[src/rtl/seq_pkg.sv]
// Shared note codes and transport states for the step sequencer
// and the downstream note decoder.
package seq_pkg;

    localparam logic [3:0] NOTE_REST = 4'd0;
    localparam logic [3:0] NOTE_C4   = 4'd1;
    localparam logic [3:0] NOTE_D4   = 4'd2;
    localparam logic [3:0] NOTE_E4   = 4'd3;
    localparam logic [3:0] NOTE_F4   = 4'd4;
    localparam logic [3:0] NOTE_G4   = 4'd5;
    localparam logic [3:0] NOTE_A4   = 4'd6;
    localparam logic [3:0] NOTE_B4   = 4'd7;
    localparam logic [3:0] NOTE_C5   = 4'd8;

    typedef enum logic [1:0] {
        STOPPED = 2'd0,
        PLAY    = 2'd1,
        PAUSED  = 2'd2
    } seq_state_t;

endpackage

[src/rtl/step_sequencer_if.sv]
// Transport, tempo, pattern-edit and note output bundle
// for the step sequencer.
interface step_sequencer_if #(
    parameter int NUM_STEPS = 8,
    parameter int TICK_W    = 24
);
    localparam int IDX_W = $clog2(NUM_STEPS);

    logic              start;
    logic              pause;
    logic              stop;
    logic [TICK_W-1:0] step_len;
    logic [TICK_W-1:0] gate_len;
    logic [IDX_W:0]    seq_len;
    logic              wr_en;
    logic [IDX_W-1:0]  wr_addr;
    logic [3:0]        wr_note;
    logic [3:0]        note_out;
    logic [IDX_W-1:0]  step_idx;
    logic              step_strobe;
    logic              playing;

    modport master (
        output start, pause, stop,
        output step_len, gate_len, seq_len,
        output wr_en, wr_addr, wr_note,
        input  note_out, step_idx, step_strobe, playing
    );

    modport slave (
        input  start, pause, stop,
        input  step_len, gate_len, seq_len,
        input  wr_en, wr_addr, wr_note,
        output note_out, step_idx, step_strobe, playing
    );

endinterface

[src/rtl/step_timer.sv]
// Per-step tick counter with step-length clamp and the
// advance / gate-window comparisons.
module step_timer #(
    parameter int TICK_W = 24
) (
    input  logic              clk,
    input  logic              rst,
    input  logic              run,
    input  logic              clear,
    input  logic [TICK_W-1:0] step_len,
    input  logic [TICK_W-1:0] gate_len,
    output logic              advance,
    output logic              gate_open
);

    logic [TICK_W-1:0] tick_cnt;
    logic [TICK_W-1:0] last_tick;

    // Steps shorter than two cycles are stretched to two.
    assign last_tick = (step_len < TICK_W'(2))
                     ? TICK_W'(1)
                     : step_len - TICK_W'(1);

    // >= so that shrinking step_len mid-step advances promptly.
    assign advance   = run && (tick_cnt >= last_tick);
    assign gate_open = tick_cnt < gate_len;

    always_ff @(posedge clk or posedge rst) begin
        if (rst) begin
            tick_cnt <= '0;
        end else if (clear) begin
            tick_cnt <= '0;
        end else if (run) begin
            tick_cnt <= advance ? '0 : tick_cnt + TICK_W'(1);
        end
    end

endmodule

[src/rtl/step_sequencer.sv]
// Looping note-pattern sequencer with play/pause/stop transport,
// programmable tempo and gate, and a pattern edit port.
module step_sequencer
    import seq_pkg::*;
#(
    parameter int NUM_STEPS = 8,
    parameter int TICK_W    = 24,
    parameter int IDX_W     = $clog2(NUM_STEPS)
) (
    input  logic             clk,
    input  logic             rst,
    step_sequencer_if.slave  bus
);

    localparam logic [IDX_W:0] FULL_LEN = (IDX_W+1)'(NUM_STEPS);

    seq_state_t       state;
    logic [IDX_W-1:0] step_idx;
    logic [IDX_W-1:0] next_idx;
    logic [IDX_W:0]   eff_len;
    logic [3:0]       note_out;
    logic             step_strobe;
    logic [3:0]       pattern [NUM_STEPS];

    logic halt, hold, launch, resume;
    logic run, clear, wrap;
    logic advance, gate_open;

    // Transport priority: stop over pause over start.
    assign halt   = bus.stop;
    assign hold   = !halt && bus.pause;
    assign launch = !halt && !bus.pause && bus.start
                  && (state == STOPPED);
    assign resume = !halt && !bus.pause && bus.start
                  && (state == PAUSED);

    assign run   = (state == PLAY) && !halt && !bus.pause;
    assign clear = (state == STOPPED) || halt;

    step_timer #(
        .TICK_W (TICK_W)
    ) u_timer (
        .clk       (clk),
        .rst       (rst),
        .run       (run),
        .clear     (clear),
        .step_len  (bus.step_len),
        .gate_len  (bus.gate_len),
        .advance   (advance),
        .gate_open (gate_open)
    );

    assign eff_len = (bus.seq_len == '0 || bus.seq_len > FULL_LEN)
                   ? FULL_LEN
                   : bus.seq_len;

    // Also catches a loop shortened below the current step.
    assign wrap     = {1'b0, step_idx} >= (eff_len - 1'b1);
    assign next_idx = wrap ? '0 : step_idx + 1'b1;

    always_ff @(posedge clk or posedge rst) begin
        if (rst) begin
            state       <= STOPPED;
            step_idx    <= '0;
            note_out    <= NOTE_REST;
            step_strobe <= 1'b0;
        end else begin
            step_strobe <= launch || advance;
            note_out    <= (state == PLAY && gate_open)
                         ? pattern[step_idx]
                         : NOTE_REST;
            if (halt) begin
                state    <= STOPPED;
                step_idx <= '0;
            end else if (hold && state == PLAY) begin
                state <= PAUSED;
            end else if (launch) begin
                state    <= PLAY;
                step_idx <= '0;
            end else if (resume) begin
                state <= PLAY;
            end else if (advance) begin
                step_idx <= next_idx;
            end
        end
    end

    always_ff @(posedge clk or posedge rst) begin
        if (rst) begin
            for (int i = 0; i < NUM_STEPS; i++) begin
                pattern[i] <= NOTE_REST;
            end
        end else if (bus.wr_en) begin
            pattern[bus.wr_addr] <= bus.wr_note;
        end
    end

    assign bus.note_out    = note_out;
    assign bus.step_idx    = step_idx;
    assign bus.step_strobe = step_strobe;
    assign bus.playing     = (state == PLAY);

endmodule

[src/flat_wrapper.sv]
// flat-port wrapper written by rule: the top's interface ports become plain ports
module step_sequencer_flat import seq_pkg::*;
#(
    parameter int NUM_STEPS = 8,
    parameter int TICK_W    = 24,
    parameter int IDX_W     = $clog2(NUM_STEPS)
)
  (clk, rst, bus_start, bus_pause, bus_stop, bus_step_len, bus_gate_len, bus_seq_len, bus_wr_en, bus_wr_addr, bus_wr_note, bus_note_out, bus_step_idx, bus_step_strobe, bus_playing);
  step_sequencer_if #(.NUM_STEPS(NUM_STEPS), .TICK_W(TICK_W)) bus_i ();
  input  logic clk;
  input  logic rst;
  input wire logic [$bits(bus_i.start)-1:0] bus_start;
  input wire logic [$bits(bus_i.pause)-1:0] bus_pause;
  input wire logic [$bits(bus_i.stop)-1:0] bus_stop;
  input wire logic [$bits(bus_i.step_len)-1:0] bus_step_len;
  input wire logic [$bits(bus_i.gate_len)-1:0] bus_gate_len;
  input wire logic [$bits(bus_i.seq_len)-1:0] bus_seq_len;
  input wire logic [$bits(bus_i.wr_en)-1:0] bus_wr_en;
  input wire logic [$bits(bus_i.wr_addr)-1:0] bus_wr_addr;
  input wire logic [$bits(bus_i.wr_note)-1:0] bus_wr_note;
  output wire logic [$bits(bus_i.note_out)-1:0] bus_note_out;
  output wire logic [$bits(bus_i.step_idx)-1:0] bus_step_idx;
  output wire logic [$bits(bus_i.step_strobe)-1:0] bus_step_strobe;
  output wire logic [$bits(bus_i.playing)-1:0] bus_playing;
  assign bus_i.start = bus_start;
  assign bus_i.pause = bus_pause;
  assign bus_i.stop = bus_stop;
  assign bus_i.step_len = bus_step_len;
  assign bus_i.gate_len = bus_gate_len;
  assign bus_i.seq_len = bus_seq_len;
  assign bus_i.wr_en = bus_wr_en;
  assign bus_i.wr_addr = bus_wr_addr;
  assign bus_i.wr_note = bus_wr_note;
  assign bus_note_out = bus_i.note_out;
  assign bus_step_idx = bus_i.step_idx;
  assign bus_step_strobe = bus_i.step_strobe;
  assign bus_playing = bus_i.playing;
  step_sequencer #(.NUM_STEPS(NUM_STEPS), .TICK_W(TICK_W), .IDX_W(IDX_W)) u_core (.clk(clk), .rst(rst), .bus(bus_i));
endmodule
[config.mk]
export PLATFORM = sky130hd
export DESIGN_NAME = step_sequencer_flat
export DESIGN_NICKNAME = d
export VERILOG_FILES = /design/src/rtl/seq_pkg.sv /design/src/rtl/step_sequencer_if.sv /design/src/rtl/step_timer.sv /design/src/rtl/step_sequencer.sv /design/src/flat_wrapper.sv
export SDC_FILE = /design/constraint.sdc
export NUM_CORES = 1
export LEC_CHECK = 0
export CORE_ASPECT_RATIO = 0.9
export CORE_MARGIN = 3
export CORE_UTILIZATION = 56
export DETAILED_ROUTE_END_ITERATION = 10
export PLACE_DENSITY = 0.82
export SYNTH_ARGS = -nofsm -noshare
export SYNTH_HDL_FRONTEND = slang
export SYNTH_SLANG_ARGS = --single-unit
[constraint.sdc]
create_clock -name clk -period 2.9 [get_ports clk]
set_clock_uncertainty 0.2 [all_clocks]
set_input_delay 0.29 -clock clk [delete_from_list [all_inputs] [get_ports clk]]
set_output_delay 0.29 -clock clk [all_outputs]
set_load 0.03 [all_outputs]
After elaboration in Yosys (flattened, before gate mapping)
Cells that the tools add are included.
{ "op_classes": {"n_lt_le_gt_ge": 8, "add_sub_neg": 4, "reduce_logical": 22, "eq_ne": 4, "bitwise_logic": 2, "muxes": 22} }
{ "op_table": {"columns": ["op", "n"], "rows": [
  ["$mux 24", 4],
  ["$bwmux 32", 1],
  ["$add 24x1->24 const B", 1],
  ["$ge 24x24->1", 1],
  ["$lt 24x2->1 const B", 1],
  ["$lt 24x24->1", 1],
  ["$sub 24x1->24 const B", 1],
  ["$mux 4", 5],
  ["$mux 3", 6],
  ["$bmux 4 s3", 1],
  ["$demux 4 s3", 1],
  ["$logic_and 1x1->1", 11],
  ["$ge 4x4->1 const B", 2],
  ["$mux 2", 4],
  ["$not 3->4", 2],
  ["$ge 3x4->1", 1],
  ["$gt 4x4->1 const B", 1],
  ["$logic_not 4->1", 1],
  ["$lt 4x1->1 const B", 1],
  ["$reduce_bool 4->1", 1],
  ["$sub 4x1->4 const B", 1],
  ["$add 3x1->3 const B", 1],
  ["$logic_or 1x1->1", 3],
  ["$ne 3x2->1 const B", 1],
  ["other kinds (8)", 9]
]} }
{ "totals": {"register_bits": 66, "out_inout_bits": 9} }

Longest topological paths before layout
{ "logic_depth": {"word_depth": 11, "ltp_mapped": 16} }

By module
From an unflattened synthesis, not the netlist that was laid out.
{ "unflattened": {"cells_unflattened": 538, "area_unflattened_um2": 5047.3} }
{ "modules_own_cells": {"columns": ["module", "n_inst", "area_per_inst_um2", "cells_each"], "rows": [
  ["step_timer", 1, 3024.2, 390],
  ["step_sequencer", 1, 2023.2, 148]
]} }

Worst setup path before layout
OpenSTA, ideal clock, no wires.
{ "synth_path": {"kind": "input port to flip-flop", "startpoint": "input bus_step_len[11]", "endpoint": "register u_core.u_timer.tick_cnt[20]", "arrival_ns": 3.726, "path_buffers": 2, "setup_time_ns": 0.147, "stages": 15, "required_time_ns": 2.553, "path_slack_ns": -1.173, "path_cell_list": "or4_4 or4_1 or3_4 nor2_1 xor2_1 nand2_1 ha_1 nand4_1 nor4_1 nand2_1 and4_1 clkbuf_1 nand3_1 clkbuf_1 o311ai_0"} }
{ "synth_between": {"elab_chain_cells": 7, "word_cells_on_any_way": 8, "classes_between": "1 x add/sub; 2 x order compare; 4 x mux; 1 x reduce/logical"} }
{ "synth_rtl": {"columns": ["element", "line_no", "text"], "rows": [
  ["start: declaration", "flat_wrapper.sv:15", "input wire logic [$bits(bus_i.step_len)-1:0] bus_step_len;"],
  ["$sub 24x1->24 or $lt 24x2->1 (tied branches)", "step_timer.sv:22, step_timer.sv:20", null],
  ["$mux 24 (*)", "step_timer.sv:21", "? TICK_W'(1)"],
  ["$ge 24x24->1 (*)", "step_timer.sv:25", "assign advance = run && (tick_cnt >= last_tick);"],
  ["$logic_and 1x1->1 (*)", "step_timer.sv:25", null],
  ["$mux 24 (*)", "step_timer.sv:34", "tick_cnt <= advance ? '0 : tick_cnt + TICK_W'(1);"],
  ["$mux 24 (*)", "step_timer.sv:33", "end else if (run) begin"],
  ["$mux 24 (*)", "step_timer.sv:31", "end else if (clear) begin"],
  ["end signal: assignment", "step_timer.sv:34", null],
  ["end: declaration", "step_timer.sv:16", "logic [TICK_W-1:0] tick_cnt;"]
]} }
Every way passes the cells marked *; elsewhere a longest branch is shown, timed or not. The select of a mux whose other input is x is not followed.
A chain may end at the register's enable or synchronous reset.

Worst setup path after layout
{ "layout_path": {"startpoint": "input bus_step_len[11]", "endpoint": "register u_core.step_idx[2], in the netlist u_core.bus.step_idx[2]"} }
{ "layout_between": {"elab_chain_cells": 6, "word_cells_on_any_way": 7, "classes_between": "1 x add/sub; 2 x order compare; 1 x mux; 3 x reduce/logical"} }
{ "layout_rtl": {"columns": ["element", "line_no", "text"], "rows": [
  ["$sub 24x1->24 or $lt 24x2->1 (tied branches)", "step_timer.sv:22, step_timer.sv:20", null],
  ["$mux 24 (*)", "step_timer.sv:21", null],
  ["$ge 24x24->1 (*)", "step_timer.sv:25", null],
  ["$logic_and 1x1->1 (*)", "step_timer.sv:25", null],
  ["$reduce_bool 3->1 (no line) (*)", null, null],
  ["$reduce_and 3->1 (no line) (*)", null, null],
  ["end signal: assignment", "step_sequencer.sv:83", "step_idx <= next_idx;"],
  ["end: declaration", "step_sequencer.sv:18", "logic [IDX_W-1:0] step_idx;"]
]} }
Every way passes the cells marked *; elsewhere a longest branch is shown, timed or not.

==> qor.txt <==
Leak -> 3.31 nW
Failing checks -> setup timing
Power density over cell area -> 370 nW/µm²
Kind of critical path -> in2reg
Floorplan die width -> 106 µm
Sequence of cells on the critical path -> buf_6 -> or4_4 -> or4_4 -> or3_4 -> nor2_4 -> xor2_1 -> nand2_1 -> ha_4 -> nand4_1 -> buf_4 -> nor4_4 -> nand2_1 -> and4_4 -> buf_12 -> buf_12 -> a31o_4 -> o21a_1
Final sum of negative setup slack -> -29.06 ns
Buffer depth of the longest clock path -> 2
Insertion delay to the later sink of the worst-skew pair -> 0.37 ns
Diode insertion count for antenna repair -> 0
Startpoint of the most critical register-to-register path -> u_core.u_timer.tick_cnt[20]$_DFFE_PP0P_
Worst setup path startpoint -> bus_step_len[11]
Initial DRC Count -> 795
Clock slew at the register clock pins of the worst setup and hold paths -> 0.08 ns
Total via count after detailed routing -> 5511
Top-level port count -> 74
Simple-gate portion of the synthesized area -> 22.1%
GPL Wtd Cong -> 0.876
TritonCTS clock tree -> built
Transition at the pin with the smallest max-transition slack -> 0.961 ns
Multi-input logic area -> 3600 µm²
Maximum single-stage delay on the critical path -> 0.56 ns
DPL Wire Length -> 10300 µm
Detailed Route WL -> 18700 µm
Wire length of the first global-routing pass -> 25800 µm
Element type at the critical path end -> flop
Peak supply drop -> 0.000412 V
Global-route usage over all layers -> 32.2%
Clock root buffer -> sky130_fd_sc_hd__clkbuf_8
Clock power frac -> 40.3%
Unrepaired setup endpoints after global routing -> yes
Full die area -> 10200 µm²
Fraction of layout cells with a size suffix above 1 -> 28.1%
Register Area -> 1650 µm²
Kind of cell adding the most delay to the critical path -> simple AND/OR/NAND/NOR gates
Count of nets left with antenna violations after detail routing -> 0
Pin count of the biggest net entering global routing -> 40
Dominant combinational cell family by area after synthesis -> simple AND/OR/NAND/NOR gates
Remaining design rule violation count -> 0
Number of global-route vias before repair -> 5317
Final worst setup slack -> -1.16 ns
Global-route congestion overflow total -> 0
Combinational Power Share -> 19.0%
Share of synthesized flip-flops with an asynchronous set or reset -> 100%
Port-buffer cells -> 73
Crit-path slowest cell -> sky130_fd_sc_hd__or4_4
Seq pwr share -> 40.7%
Synthesis warning total -> 0
Layout Area Growth over Synthesis -> 44.5%
Num CTS Buffers -> 9
Initial standard-cell utilization of the core -> 58.2%
FILL cells -> 419
Detailed-routing iteration count for the pre-antenna-repair pass -> 8
R2R Path End -> u_core.bus.step_idx[2]$_DFFE_PP0P_
Post-DR wirelength/cell -> 23.0 µm
Number of antenna violations at the first check in global routing -> 0
Buf+Inv Stages, Crit Path -> 4
Final Max Tran Viols -> 0
Cell depth of the worst flop-to-flop path -> 10
Y dimension of the die -> 95.9 µm
Yosys reg bits -> 66
Slew HR -> 35.8%
Max-capacitance violation count -> 0
Synth Area per Inst -> 9.15 µm²
H-tree levels -> 3
Post-synth EDFFs -> 0
Hold crit path type -> in2async
Crit path max fanout -> 4
Floorplan core area -> 8650 µm²
Met3 Use GR -> 8.79%
Post-detailed-route via-to-cell ratio -> 6.78
Internal Dissipation -> 0.00199 W
Busiest layer in global routing -> met2
Period utilization -> 140%
Final layout net count -> 808
Post-Synthesis Cells -> 550
Register-to-register setup slack -> 0.06 ns
Proportion of total power due to net switching -> 25.8%
Arithmetic-cell share of the synthesized area counting full adders, half adders and majority gates -> 13.4%
Distinct cells, synth -> 51
Startpoint kind of the worst setup timing path -> input port
Number of endpoints failing setup at the final stage -> 28
Number of hold violations in the final report -> 0
Area of the mapped netlist -> 5030 µm²
Switching power total -> 0.000695 W
Predominant post-synthesis flop cell -> sky130_fd_sc_hd__dfrtp_1
Global-route track usage on met1 -> 38.9%
Tmin final -> 4.06 ns
Synthesized-area fraction occupied by ao, oa, aoi and oai cells -> 11.5%
Global-route met2 utilization -> 54.3%
Nets in the synthesized netlist -> 669
Cell row count -> 32
Endpoint arrival time on the critical path -> 4.12 ns
Area share of xor/xnor cells in the synthesized design -> 4.35%
Share of synthesized area occupied by flip-flops and latches -> 32.8%
Clock net sink count -> 66
Data required time of the worst path -> 2.96 ns
Worst slack, placed -> -1.63 ns
Peak Freq -> 246 MHz
Result of the run -> finished with violations
Multiplexer share of the synthesized area -> 11.5%
-- synth_stat cells (all sizes together), types with 3 or more instances --
library cell,count,area [µm²]
clkbuf,17,63.8
mux2i,4,40.0
nand2b,12,75.1
nand4,25,156
nand4b,4,35.0
xnor2,9,78.8
o21ai,19,95.1
nor2,33,124
and3,9,56.3
dfrtp,66,1650
mux4,8,180
mux2,32,360
o211ai,11,82.6
ha,54,676
o311ai,8,77.6
or4,3,26.3
nor3,16,91.3
nand3,20,100
nand2,73,274
or3,4,30.0
a21oi,23,115
a21o,8,60.1
nor4,9,56.3
xor2,16,140
nor2b,4,25.0
inv,35,131
-- flip-flops by register name (all words and copies together), names as in the netlist --
| signal | cells |
|---|---|
| u_core.pattern | 32 |
| u_core.u_timer.tick_cnt | 24 |
| u_core.bus.note_out | 4 |
| u_core.bus.step_idx | 3 |
| u_core.state | 2 |
| u_core.bus.step_strobe | 1 |
-- cell usage in the layout, fill, tap and decap left out, types with 6 or more instances in the layout --
| master | count |
|---|---|
| sky130_fd_sc_hd__a21o_1 | 8 |
| sky130_fd_sc_hd__a21oi_1 | 19 |
| sky130_fd_sc_hd__and3_1 | 9 |
| sky130_fd_sc_hd__buf_12 | 7 |
| sky130_fd_sc_hd__buf_4 | 55 |
| sky130_fd_sc_hd__buf_6 | 8 |
| sky130_fd_sc_hd__clkbuf_8 | 10 |
| sky130_fd_sc_hd__clkdlybuf4s50_1 | 66 |
| sky130_fd_sc_hd__dfrtp_1 | 66 |
| sky130_fd_sc_hd__ha_1 | 50 |
| sky130_fd_sc_hd__inv_1 | 34 |
| sky130_fd_sc_hd__mux2_2 | 32 |
| sky130_fd_sc_hd__mux4_2 | 8 |
| sky130_fd_sc_hd__nand2_1 | 71 |
| sky130_fd_sc_hd__nand2b_1 | 12 |
| sky130_fd_sc_hd__nand3_1 | 11 |
| sky130_fd_sc_hd__nand4_1 | 25 |
| sky130_fd_sc_hd__nor2_1 | 29 |
| sky130_fd_sc_hd__nor3_1 | 12 |
| sky130_fd_sc_hd__nor4_1 | 6 |
| sky130_fd_sc_hd__o211ai_1 | 11 |
| sky130_fd_sc_hd__o21ai_0 | 10 |
| sky130_fd_sc_hd__o21ai_2 | 8 |
| sky130_fd_sc_hd__o311ai_4 | 6 |
| sky130_fd_sc_hd__xnor2_1 | 8 |
| sky130_fd_sc_hd__xor2_1 | 16 |
-- stage by stage --
step	cells	hold WS, ns	total power (W)	util (%)	area (µm²)
detailed placement	780	0.290	0.00156	73.5	6350
global route	813	0.193	0.00277	84.1	7270
global placement	780	0.282	0.00152	73.5	6350
floorplan	550	0.241	0.00133	-	5120
finish	813	0.144	0.00269	84.1	7270
CTS	809	0.180	0.00262	81.2	7020
-- what timing repair did --
action	in CTS	in global routing
pin swaps	33	36
buffers inserted	11	5
setup endpoints to repair	28	28
hold buffers	0	0
gates resized for setup	69	42
cloned	2	0
-- power groups by stage --
| stage | Combinational, W | Sequential [W] | Clock [W] |
|---|---|---|---|
| after floorplan | 0.000250 | 0.00108 | 0 |
| after global placement | 0.000439 | 0.00108 | 0 |
| after detailed placement | 0.000461 | 0.00109 | 0 |
| after CTS | 0.000473 | 0.00108 | 0.00106 |
| after global routing | 0.000545 | 0.00110 | 0.00112 |
| final | 0.000510 | 0.00109 | 0.00109 |
-- cell families (layout without fill, tap and decap cells) --
logic type      after synthesis  in the layout
compound gates               87             87
buf+inv                      54            198
fa+ha+maj                    54             54
simple gates                220            220
mux                          44             44
xor+xnor                     25             25
flops                        66             66
-- metal layers --
metal | up-vias | share of wire, %
li1 | 2290 | -
met1 | 2603 | 36
met2 | 461 | 47
met3 | 157 | 11
met4 | 0 | 7.1
met5 | - | 0
-- worst max-delay path by stage --
stage	endpoint	slack, ns	cells after the start
floorplan	u_core.u_timer.tick_cnt[20]$_DFFE_PP0P_	-0.88	15
global placement	u_core.bus.step_idx[0]$_DFFE_PP0P_	-1.51	13
detailed placement	u_core.bus.step_idx[1]$_DFFE_PP0P_	-1.63	14
CTS	u_core.u_timer.tick_cnt[3]$_DFFE_PP0P_	-1.05	17
global route	u_core.u_timer.tick_cnt[16]$_DFFE_PP0P_	-1.21	16
finish	u_core.bus.step_idx[2]$_DFFE_PP0P_	-1.16	17
-- final cells by class --
| class | count | share of cell area [%] |
|---|---|---|
| clock inverter | 6 | 1.89 |
| sequential | 66 | 22.7 |
| tap | 119 | 2.05 |
| multi-input combinational | 430 | 49.5 |
| timing repair buffer | 147 | 20.2 |
| inverter | 35 | 1.81 |
| clock buffer | 10 | 1.89 |
Power figures use the tool's default switching activity.
